==> src/rtl/mem_bus_arbiter_if.sv <==
// Requester-side and memory-side signals of the shared memory port arbiter.
// The arbiter uses the master view; requesters and memory model use the slave view.
interface mem_bus_arbiter_if #(
  parameter int unsigned NREQ = 3
);
  logic [32*NREQ-1:0] req_addr;
  logic [32*NREQ-1:0] req_wdata;
  logic [2*NREQ-1:0]  req_width;
  logic [NREQ-1:0]    req_read;
  logic [NREQ-1:0]    req_write;
  logic [NREQ-1:0]    req_ok;
  logic [NREQ-1:0]    req_err;
  logic [31:0]        req_rdata;

  logic [31:0]        mem_addr;
  logic [31:0]        mem_wdata;
  logic [1:0]         mem_width;
  logic               mem_read;
  logic               mem_write;
  logic [31:0]        mem_rdata;
  logic               mem_ok;

  modport master (
    input  req_addr, req_wdata, req_width, req_read, req_write,
    output req_ok, req_err, req_rdata,
    output mem_addr, mem_wdata, mem_width, mem_read, mem_write,
    input  mem_rdata, mem_ok
  );

  modport slave (
    output req_addr, req_wdata, req_width, req_read, req_write,
    input  req_ok, req_err, req_rdata,
    input  mem_addr, mem_wdata, mem_width, mem_read, mem_write,
    output mem_rdata, mem_ok
  );
endinterface

==> src/rtl/mem_bus_arbiter.sv <==
// Round-robin arbiter sharing one memory port between NREQ masters, one transaction
// at a time, with a watchdog that aborts a transaction the memory never answers.
module mem_bus_arbiter #(
  parameter int unsigned NREQ    = 3,
  parameter int unsigned TIMEOUT = 255,
  parameter int unsigned CNT_W   = 8,
  localparam int unsigned GW     = (NREQ > 1) ? $clog2(NREQ) : 1
) (
  input  logic              clk,
  input  logic              rstn,
  mem_bus_arbiter_if.master bus,
  output logic [GW-1:0]     grant_id,
  output logic              busy
);

  typedef enum logic {
    S_IDLE,
    S_BUSY
  } state_t;

  state_t          state;
  logic [GW-1:0]   rr_ptr;
  logic [CNT_W-1:0] wdog;

  logic [NREQ-1:0] pending;
  logic            win_found;
  logic [GW-1:0]   win_id;
  logic [GW-1:0]   idx;

  logic [31:0]     sel_addr;
  logic [31:0]     sel_wdata;
  logic [1:0]      sel_width;
  logic            sel_read;
  logic            sel_write;
  logic            active;
  logic            timeout;
  logic [NREQ-1:0] grant_onehot;

  assign pending      = bus.req_read | bus.req_write;
  assign busy         = (state == S_BUSY);
  assign grant_onehot = NREQ'(1) << grant_id;

  // Round-robin search starting just after the last winner
  always_comb begin
    win_found = 1'b0;
    win_id    = '0;
    idx       = '0;
    for (int unsigned k = 1; k <= NREQ; k++) begin
      idx = GW'((32'(rr_ptr) + k) % NREQ);
      if (!win_found && pending[idx]) begin
        win_found = 1'b1;
        win_id    = idx;
      end
    end
  end

  // Select the granted requester's slice
  always_comb begin
    sel_addr  = '0;
    sel_wdata = '0;
    sel_width = 2'd2;
    sel_read  = 1'b0;
    sel_write = 1'b0;
    for (int unsigned j = 0; j < NREQ; j++) begin
      if (grant_id == GW'(j)) begin
        sel_addr  = bus.req_addr[32*j +: 32];
        sel_wdata = bus.req_wdata[32*j +: 32];
        sel_width = bus.req_width[2*j +: 2];
        sel_read  = bus.req_read[j];
        sel_write = bus.req_write[j];
      end
    end
  end

  assign active  = busy && (sel_read || sel_write);
  assign timeout = active && !bus.mem_ok && (wdog == CNT_W'(TIMEOUT - 1));

  // Memory-side drive and completion pulses; read data is never gated
  always_comb begin
    bus.mem_addr  = '0;
    bus.mem_wdata = '0;
    bus.mem_width = 2'd2;
    bus.mem_read  = 1'b0;
    bus.mem_write = 1'b0;
    bus.req_ok    = '0;
    bus.req_err   = '0;
    if (busy) begin
      bus.mem_addr  = sel_addr;
      bus.mem_wdata = sel_wdata;
      bus.mem_width = sel_width;
      bus.mem_write = active && sel_write;
      bus.mem_read  = active && sel_read && !sel_write;
      if (active && bus.mem_ok) begin
        bus.req_ok = grant_onehot;
      end
      if (timeout) begin
        bus.req_err = grant_onehot;
      end
    end
  end

  assign bus.req_rdata = bus.mem_rdata;

  // Ownership state, round-robin pointer and watchdog
  always_ff @(posedge clk or negedge rstn) begin
    if (!rstn) begin
      state    <= S_IDLE;
      grant_id <= '0;
      rr_ptr   <= GW'(NREQ - 1);
      wdog     <= '0;
    end else begin
      case (state)
        S_IDLE: begin
          if (win_found) begin
            state    <= S_BUSY;
            grant_id <= win_id;
            rr_ptr   <= win_id;
            wdog     <= '0;
          end
        end
        S_BUSY: begin
          if (!active || bus.mem_ok || timeout) begin
            state <= S_IDLE;
          end else begin
            wdog <= wdog + CNT_W'(1);
          end
        end
        default: state <= S_IDLE;
      endcase
    end
  end

endmodule

==> src/flat_wrapper.sv <==
// flat-port wrapper written by rule: the top's interface ports become plain ports
module mem_bus_arbiter_flat 
#(
  parameter int unsigned NREQ    = 3,
  parameter int unsigned TIMEOUT = 255,
  parameter int unsigned CNT_W   = 8,
  localparam int unsigned GW     = (NREQ > 1) ? $clog2(NREQ) : 1
)
  (clk, rstn, grant_id, busy, bus_req_addr, bus_req_wdata, bus_req_width, bus_req_read, bus_req_write, bus_req_ok, bus_req_err, bus_req_rdata, bus_mem_addr, bus_mem_wdata, bus_mem_width, bus_mem_read, bus_mem_write, bus_mem_rdata, bus_mem_ok);
  mem_bus_arbiter_if #(.NREQ(NREQ)) bus_i ();
  input  logic clk;
  input  logic rstn;
  output logic [GW-1:0] grant_id;
  output logic busy;
  input wire logic [$bits(bus_i.req_addr)-1:0] bus_req_addr;
  input wire logic [$bits(bus_i.req_wdata)-1:0] bus_req_wdata;
  input wire logic [$bits(bus_i.req_width)-1:0] bus_req_width;
  input wire logic [$bits(bus_i.req_read)-1:0] bus_req_read;
  input wire logic [$bits(bus_i.req_write)-1:0] bus_req_write;
  output wire logic [$bits(bus_i.req_ok)-1:0] bus_req_ok;
  output wire logic [$bits(bus_i.req_err)-1:0] bus_req_err;
  output wire logic [$bits(bus_i.req_rdata)-1:0] bus_req_rdata;
  output wire logic [$bits(bus_i.mem_addr)-1:0] bus_mem_addr;
  output wire logic [$bits(bus_i.mem_wdata)-1:0] bus_mem_wdata;
  output wire logic [$bits(bus_i.mem_width)-1:0] bus_mem_width;
  output wire logic [$bits(bus_i.mem_read)-1:0] bus_mem_read;
  output wire logic [$bits(bus_i.mem_write)-1:0] bus_mem_write;
  input wire logic [$bits(bus_i.mem_rdata)-1:0] bus_mem_rdata;
  input wire logic [$bits(bus_i.mem_ok)-1:0] bus_mem_ok;
  assign bus_i.req_addr = bus_req_addr;
  assign bus_i.req_wdata = bus_req_wdata;
  assign bus_i.req_width = bus_req_width;
  assign bus_i.req_read = bus_req_read;
  assign bus_i.req_write = bus_req_write;
  assign bus_req_ok = bus_i.req_ok;
  assign bus_req_err = bus_i.req_err;
  assign bus_req_rdata = bus_i.req_rdata;
  assign bus_mem_addr = bus_i.mem_addr;
  assign bus_mem_wdata = bus_i.mem_wdata;
  assign bus_mem_width = bus_i.mem_width;
  assign bus_mem_read = bus_i.mem_read;
  assign bus_mem_write = bus_i.mem_write;
  assign bus_i.mem_rdata = bus_mem_rdata;
  assign bus_i.mem_ok = bus_mem_ok;
  mem_bus_arbiter #(.NREQ(NREQ), .TIMEOUT(TIMEOUT), .CNT_W(CNT_W)) u_core (.clk(clk), .rstn(rstn), .bus(bus_i), .grant_id(grant_id), .busy(busy));
endmodule
==> config.mk <==
export PLATFORM = sky130hd
export DESIGN_NAME = mem_bus_arbiter_flat
export DESIGN_NICKNAME = d
export VERILOG_FILES = /design/src/rtl/mem_bus_arbiter_if.sv /design/src/rtl/mem_bus_arbiter.sv /design/src/flat_wrapper.sv
export SDC_FILE = /design/constraint.sdc
export NUM_CORES = 1
export LEC_CHECK = 0
export CORE_AREA = 2 2 133 135
export CTS_BUF_LIST = sky130_fd_sc_hd__clkbuf_8
export CTS_CLUSTER_DIAMETER = 100
export DETAILED_ROUTE_END_ITERATION = 10
export DIE_AREA = 0 0 135 137
export HOLD_SLACK_MARGIN = 0.08
export SYNTH_ARGS = -nofsm -noshare
export SYNTH_HDL_FRONTEND = slang
export SYNTH_SLANG_ARGS = --single-unit
==> constraint.sdc <==
create_clock -name clk -period 2.45 [get_ports clk]
set_input_delay 0.3675 -clock clk [delete_from_list [all_inputs] [get_ports clk]]
set_output_delay 0.3675 -clock clk [all_outputs]
set_load 0.01 [all_outputs]
After elaboration in Yosys (flattened, before gate mapping):

Index checks and enable logic that the tools add are counted.

* flip-flop bits (word level): 13
* input port bits: 239
* word-level logic and storage cells: 84

* add/subtract/negate cells: 4
* div/mod/pow operators: 3
* order comparisons: 3
* eq/ne operators: 5
* shift operators: 1
* mux-type cells: 42
* bitwise operators: 2
* reductions and logical operators: 20

Operators with widths (number)
* 32-bit 2-to-1 mux: 8
* 32-bit by 2-bit remainder unit with 32-bit output, second input constant: 3
* 1-bit 2-to-1 mux: 16
* 8-bit 2-to-1 mux: 2
* 8-bit case mux with 2 select lines: 1
* 2-bit 2-to-1 mux: 7
* 3-bit 2-to-1 mux: 4
* 1-bit logical AND: 9
* 2-bit by 3-bit less-than comparator with 1-bit output, second input constant: 3
* 8-bit by 1-bit adder with 8-bit output, second input constant: 1
* 8-bit == test, second input constant: 1
* 2-bit by 2-bit adder with 3-bit output, second input constant: 2
* 1-bit binary-select mux with 2-bit select: 3
* 1-bit zero test: 5
* 2-bit AND reduction: 2
* 2-bit by 1-bit adder with 3-bit output, second input constant: 1
* 1-bit logical OR: 3
* 3-bit bitwise OR: 1
* 1-bit by 2-bit << shifter with 3-bit output, first input constant: 1
* 2-bit by 1-bit == test with 1-bit output, second input constant: 1
* 2-bit == test, second input constant: 1
* 2-bit zero test: 1
* 2-bit by 1-bit inequality test with 1-bit output, second input constant: 1
* 2-bit inequality test, second input constant: 1
* 2 further kinds: 2

Longest topological paths before layout:

* depth in word-level cells: 13
* gate-level depth with buffers: 10
* mapped depth without buffers: 7

Least setup slack after synthesis:

No wires, ideal clock.

* kind: reg2reg
* from: reg u_core.rr_ptr[0]
* to: reg u_core.rr_ptr[0]
* setup time: 133 ps
* arrival: 2318 ps
* slack: -1 ps
* cell stages (with the launch flop): 11
* path buffers: 4
* cells stage by stage: dfrtp_1 buf_4 clkbuf_1 inv_1 ha_1 clkbuf_1 nor3_1 a211o_1 a41oi_1 clkbuf_1 o22ai_1

* longest elaborated chain between the ends: 12
* elaborated cells on any way between the ends: 23
* those cells by class: add/sub (3); div (3); mux (12); reduce/logical (5)

Ends and longest elaborated chain
* start: declaration: RTL line mem_bus_arbiter.sv:22 `logic [GW-1:0] rr_ptr;`
* start signal: assignment: RTL line mem_bus_arbiter.sv:109 `rr_ptr <= GW'(NREQ - 1);`
* start signal: assignment: RTL line mem_bus_arbiter.sv:117 `rr_ptr <= win_id;`
* 2-bit by 1-bit adder with 3-bit output: RTL line mem_bus_arbiter.sv:49 `idx = GW'((32'(rr_ptr) + k) % NREQ);`
* 32-bit by 2-bit remainder unit with 32-bit output: RTL line mem_bus_arbiter.sv:49
* 1-bit binary-select mux with 2-bit select: RTL line mem_bus_arbiter.sv:50 `if (!win_found && pending[idx]) begin`
* 1-bit 2-to-1 mux (not written as such): RTL line mem_bus_arbiter.sv:50
* 1-bit 2-to-1 mux: RTL line mem_bus_arbiter.sv:50
* 1-bit zero test: RTL line mem_bus_arbiter.sv:50
* 1-bit logical AND: RTL line mem_bus_arbiter.sv:50
* 1-bit 2-to-1 mux: RTL line mem_bus_arbiter.sv:50
* 1-bit zero test: RTL line mem_bus_arbiter.sv:50
* 1-bit logical AND: RTL line mem_bus_arbiter.sv:50
* 1-bit 2-to-1 mux: RTL line mem_bus_arbiter.sv:50
* 2-bit AND reduction (no line)

Parallel ways exist; a longest one is shown, timed or not. The select of a mux whose other input is x is not followed.
A chain may end at the register's enable or synchronous reset.

Worst setup path in the final report:

* from: reg u_core.grant_id[1]
* to: out bus_mem_read

* longest elaborated chain between the ends: 9
* elaborated cells on any way between the ends: 15
* those cells by class: eq/ne (2); mux (7); reduce/logical (6)

Ends and longest elaborated chain
* start: declaration: RTL line mem_bus_arbiter.sv:12 `output logic [GW-1:0] grant_id,`
* start signal: assignment: RTL line mem_bus_arbiter.sv:116 `grant_id <= win_id;`
* 2-bit zero test: RTL line mem_bus_arbiter.sv:65 `if (grant_id == GW'(j)) begin`
* 1-bit 2-to-1 mux (3 in a row): RTL line mem_bus_arbiter.sv:65
* 1-bit logical OR: RTL line mem_bus_arbiter.sv:75 `assign active = busy && (sel_read || sel_write);`
* 1-bit logical AND: RTL line mem_bus_arbiter.sv:75
* 1-bit logical AND: RTL line mem_bus_arbiter.sv:92 `bus.mem_read = active && sel_read && !sel_write;`
* 1-bit logical AND *: RTL line mem_bus_arbiter.sv:92
* 1-bit 2-to-1 mux *: RTL line mem_bus_arbiter.sv:87 `if (busy) begin`
* end: declaration: RTL line flat_wrapper.sv:26 `output wire logic [$bits(bus_i.mem_read)-1:0] bus_mem_read;`

Mark *: on every way between the ends. The rest lies on a longest branch, timed or not.

==> out/qor.txt <==
Cell Area, Synth = 2950 um^2
Final Slew Violations = 0
Hold Path Class = in -> async
Longest Clk Path Bufs = 2
Final setup skew = 0.00116 ns
Drt pass-1 iters = 4
Core area = 17100 um^2
Final GP Congestion = 0.790
Reg clk slew, reported paths = 0.06 ns
Nets@finish = 938
TritonCTS clock tree = done
Fill count = 1822
GRT Util Overall = 0.143
Hold Buf Count CTS = 0
Clock Sinks = 12
WL/cell = 15.7 um
Peak Freq = 410 MHz
Die area = 18500 um^2
Critical path class = reg -> out
Post-synth EDFFs = 0
CP Launch Type = register
Outcome = finished, final reports clean
Tot Pwr = 4.92 mW
WP data required = 2.08 ns
Initial core utilization = 0.173
TritonCTS buffer count = 3
Multi-input gate area = 2260 um^2
Final min period = 2.44 ns
Unrepaired setup endpoints after global routing = true
Routed Antenna Nets = 0
Final Hold Viols = 0
Synth unique cells = 40
Max Cap Violations = 0
Share of cells above drive strength 1 = 0.0779
Vias in the first global route = 3831
Least-Margin Pin Slew = 0.580 ns
Maximum fanout along the worst path = 6
GRT Residual Overflow = 0
Final setup fails = 0
Die H = 137 um
Cell area power density = 805 nW/um^2
Area occupied by registers = 308 um^2
Most used flip-flop cell after synthesis = dfrtp_1
Initial antenna violation count = 0
Most common cell after layout, fill and taps aside = clkdlybuf4s50_1
Die width = 135 um
FF+latch count, synth = 12
IO Port Bufs = 283
Sequential fraction of the synthesis area = 0.102
Worst vdd ir = 1.00 mV
Clock Latency Late Sink = 0.24 ns
Slew margin rel. = 0.612
YS warnings = 0
FP Rows = 48
Total Wirelength = 14400 um
P&R area growth vs syn = 107%
Most frequent cells in the layout = clkdlybuf4s50_1 (211), nand2_1 (74), mux2i_1 (67), dlygate4sd2_1 (67), and2_1 (66)
Post-synth ARST share = 1.00
IO Count = 348
DR vias/cell = 4.27
Post-Synthesis Cells = 436
ANT cells = 0
Min Hold Slack = 0.493 ns
Fin crit share = 0.995
CP arrival = 2.07 ns
DP HPWL = 11300 um
Worst setup EP type = output pin
Core Util, Final = 0.358
DRC errors left = 0
Root Driver = clkbuf_8
Post-Syn Nets = 680
H-tree levels = 1
Via count = 3918
First-pass GRT wire length = 21000 um
Pin count of the biggest net entering global routing = 42
Mean Syn Cell Area = 6.77 um^2
Fin Setup TNS = 0 ns
Leak = 2.54 nW
Initial DRC Count = 131
path summary, 6_finish.rpt:
| check | slack [ns] | cells past startpoint | start | endpoint |
|---|---|---|---|---|
| hold reg to reg | 0.54 | 2 | u_core.wdog[7]$_DFFE_PN0P_ | u_core.wdog[7]$_DFFE_PN0P_ |
| setup reg to reg | 0.34 | 8 | u_core.rr_ptr[0]$_DFFE_PN0P_ | u_core.wdog[0]$_DFFE_PN0P_ |
| setup / recovery | 0.01 | 6 | u_core.grant_id[1]$_DFFE_PN0P_ | bus_mem_read |
| max in group asynchronous | 1.52 | 1 | rstn | u_core.grant_id[1]$_DFFE_PN0P_ |
| min in group clk | 0.54 | 2 | u_core.wdog[7]$_DFFE_PN0P_ | u_core.wdog[7]$_DFFE_PN0P_ |
| hold / removal | 0.49 | 1 | rstn | u_core.wdog[0]$_DFFE_PN0P_ |
cell families (layout without fill, tap and decap cells):
logic type | after synthesis | after routing | synth area share
AOI/OAI and AO/OA | 98 | 98 | 0.188
DFF | 12 | 12 | 0.102
buffers and inverters | 72 | 329 | 0.137
adders and majority gates | 5 | 5 | 0.0212
muxes | 69 | 69 | 0.234
and+or+nand+nor | 178 | 178 | 0.311
xor gates and xnor gates | 2 | 2 | 0.00594
routing by layer:
layer  global-route usage  up-vias  routed length (um)
met2                0.259      156                7240
li1                     -     1985                   -
met4               0.0214        0                 168
met1                0.181     1757                5910
met5                    0        -                   0
met3               0.0267       20                1060
Yosys cell counts, drive strengths merged, types with 3 or more instances:
library cell,n,area share
or4,3,0.0076
and2,66,0.14
nor3,5,0.0085
clkbuf,26,0.033
nand2b,5,0.011
mux2i,68,0.23
a21oi,8,0.014
dfrtp,11,0.093
o31ai,3,0.0076
and3,3,0.0064
buf,41,0.098
o21ai,73,0.12
nor4,3,0.0064
o22ai,3,0.0064
inv,5,0.0064
nand2,74,0.094
ha,5,0.021
nor2,8,0.010
report_power, final:
part / switching [mW] / leakage, nW / internal (mW)
logic: 2.10 / 2.35 / 2.27
registers: 0.0688 / 0.154 / 0.252
clock network: 0.0800 / 0.0288 / 0.142
sequential cells by signal, indices dropped and copies added (netlist names):
name / cells
u_core.grant_id: 1
u_core.rr_ptr: 2
u_core.busy: 1
u_core.wdog: 8
worst max-delay path, cell delays in order, from the launching register on:
cell,delay [ns]
dfrtp_4,0.53
nor2b_4,0.23
o2bb2ai_2,0.19
buf_4,0.19
inv_1,0.03
and3_1,0.17
clkdlybuf4s50_1,0.48
stage by stage:
| stage | instances | worst slack (ns) | area [um^2] |
|---|---|---|---|
| 5_1_grt | 918 | -0.0374 | 6110 |
| 6_report | 918 | 0.0124 | 6110 |
| 3_3_place_gp | 903 | -0.203 | 5920 |
| 3_5_place_dp | 903 | -0.197 | 5920 |
| 2_1_floorplan | 436 | 0.0939 | 2950 |
| 4_1_cts | 917 | 0.0214 | 6100 |
timing repair:
action,CTS,global route
resized for setup,85,11
buffers inserted,8,1
pin swaps,1,2
endpoints found under the setup margin,71,11
gates cloned,2,0
layout make-up:
class	instances	share of cell area
repair buffers	320	0.521
well taps	225	0.0460
flip-flops and latches	12	0.0503
clock buffers	4	0.00901
inverters	5	0.00307
multi-input cells	352	0.370
Power figures use the tool's default switching activity.
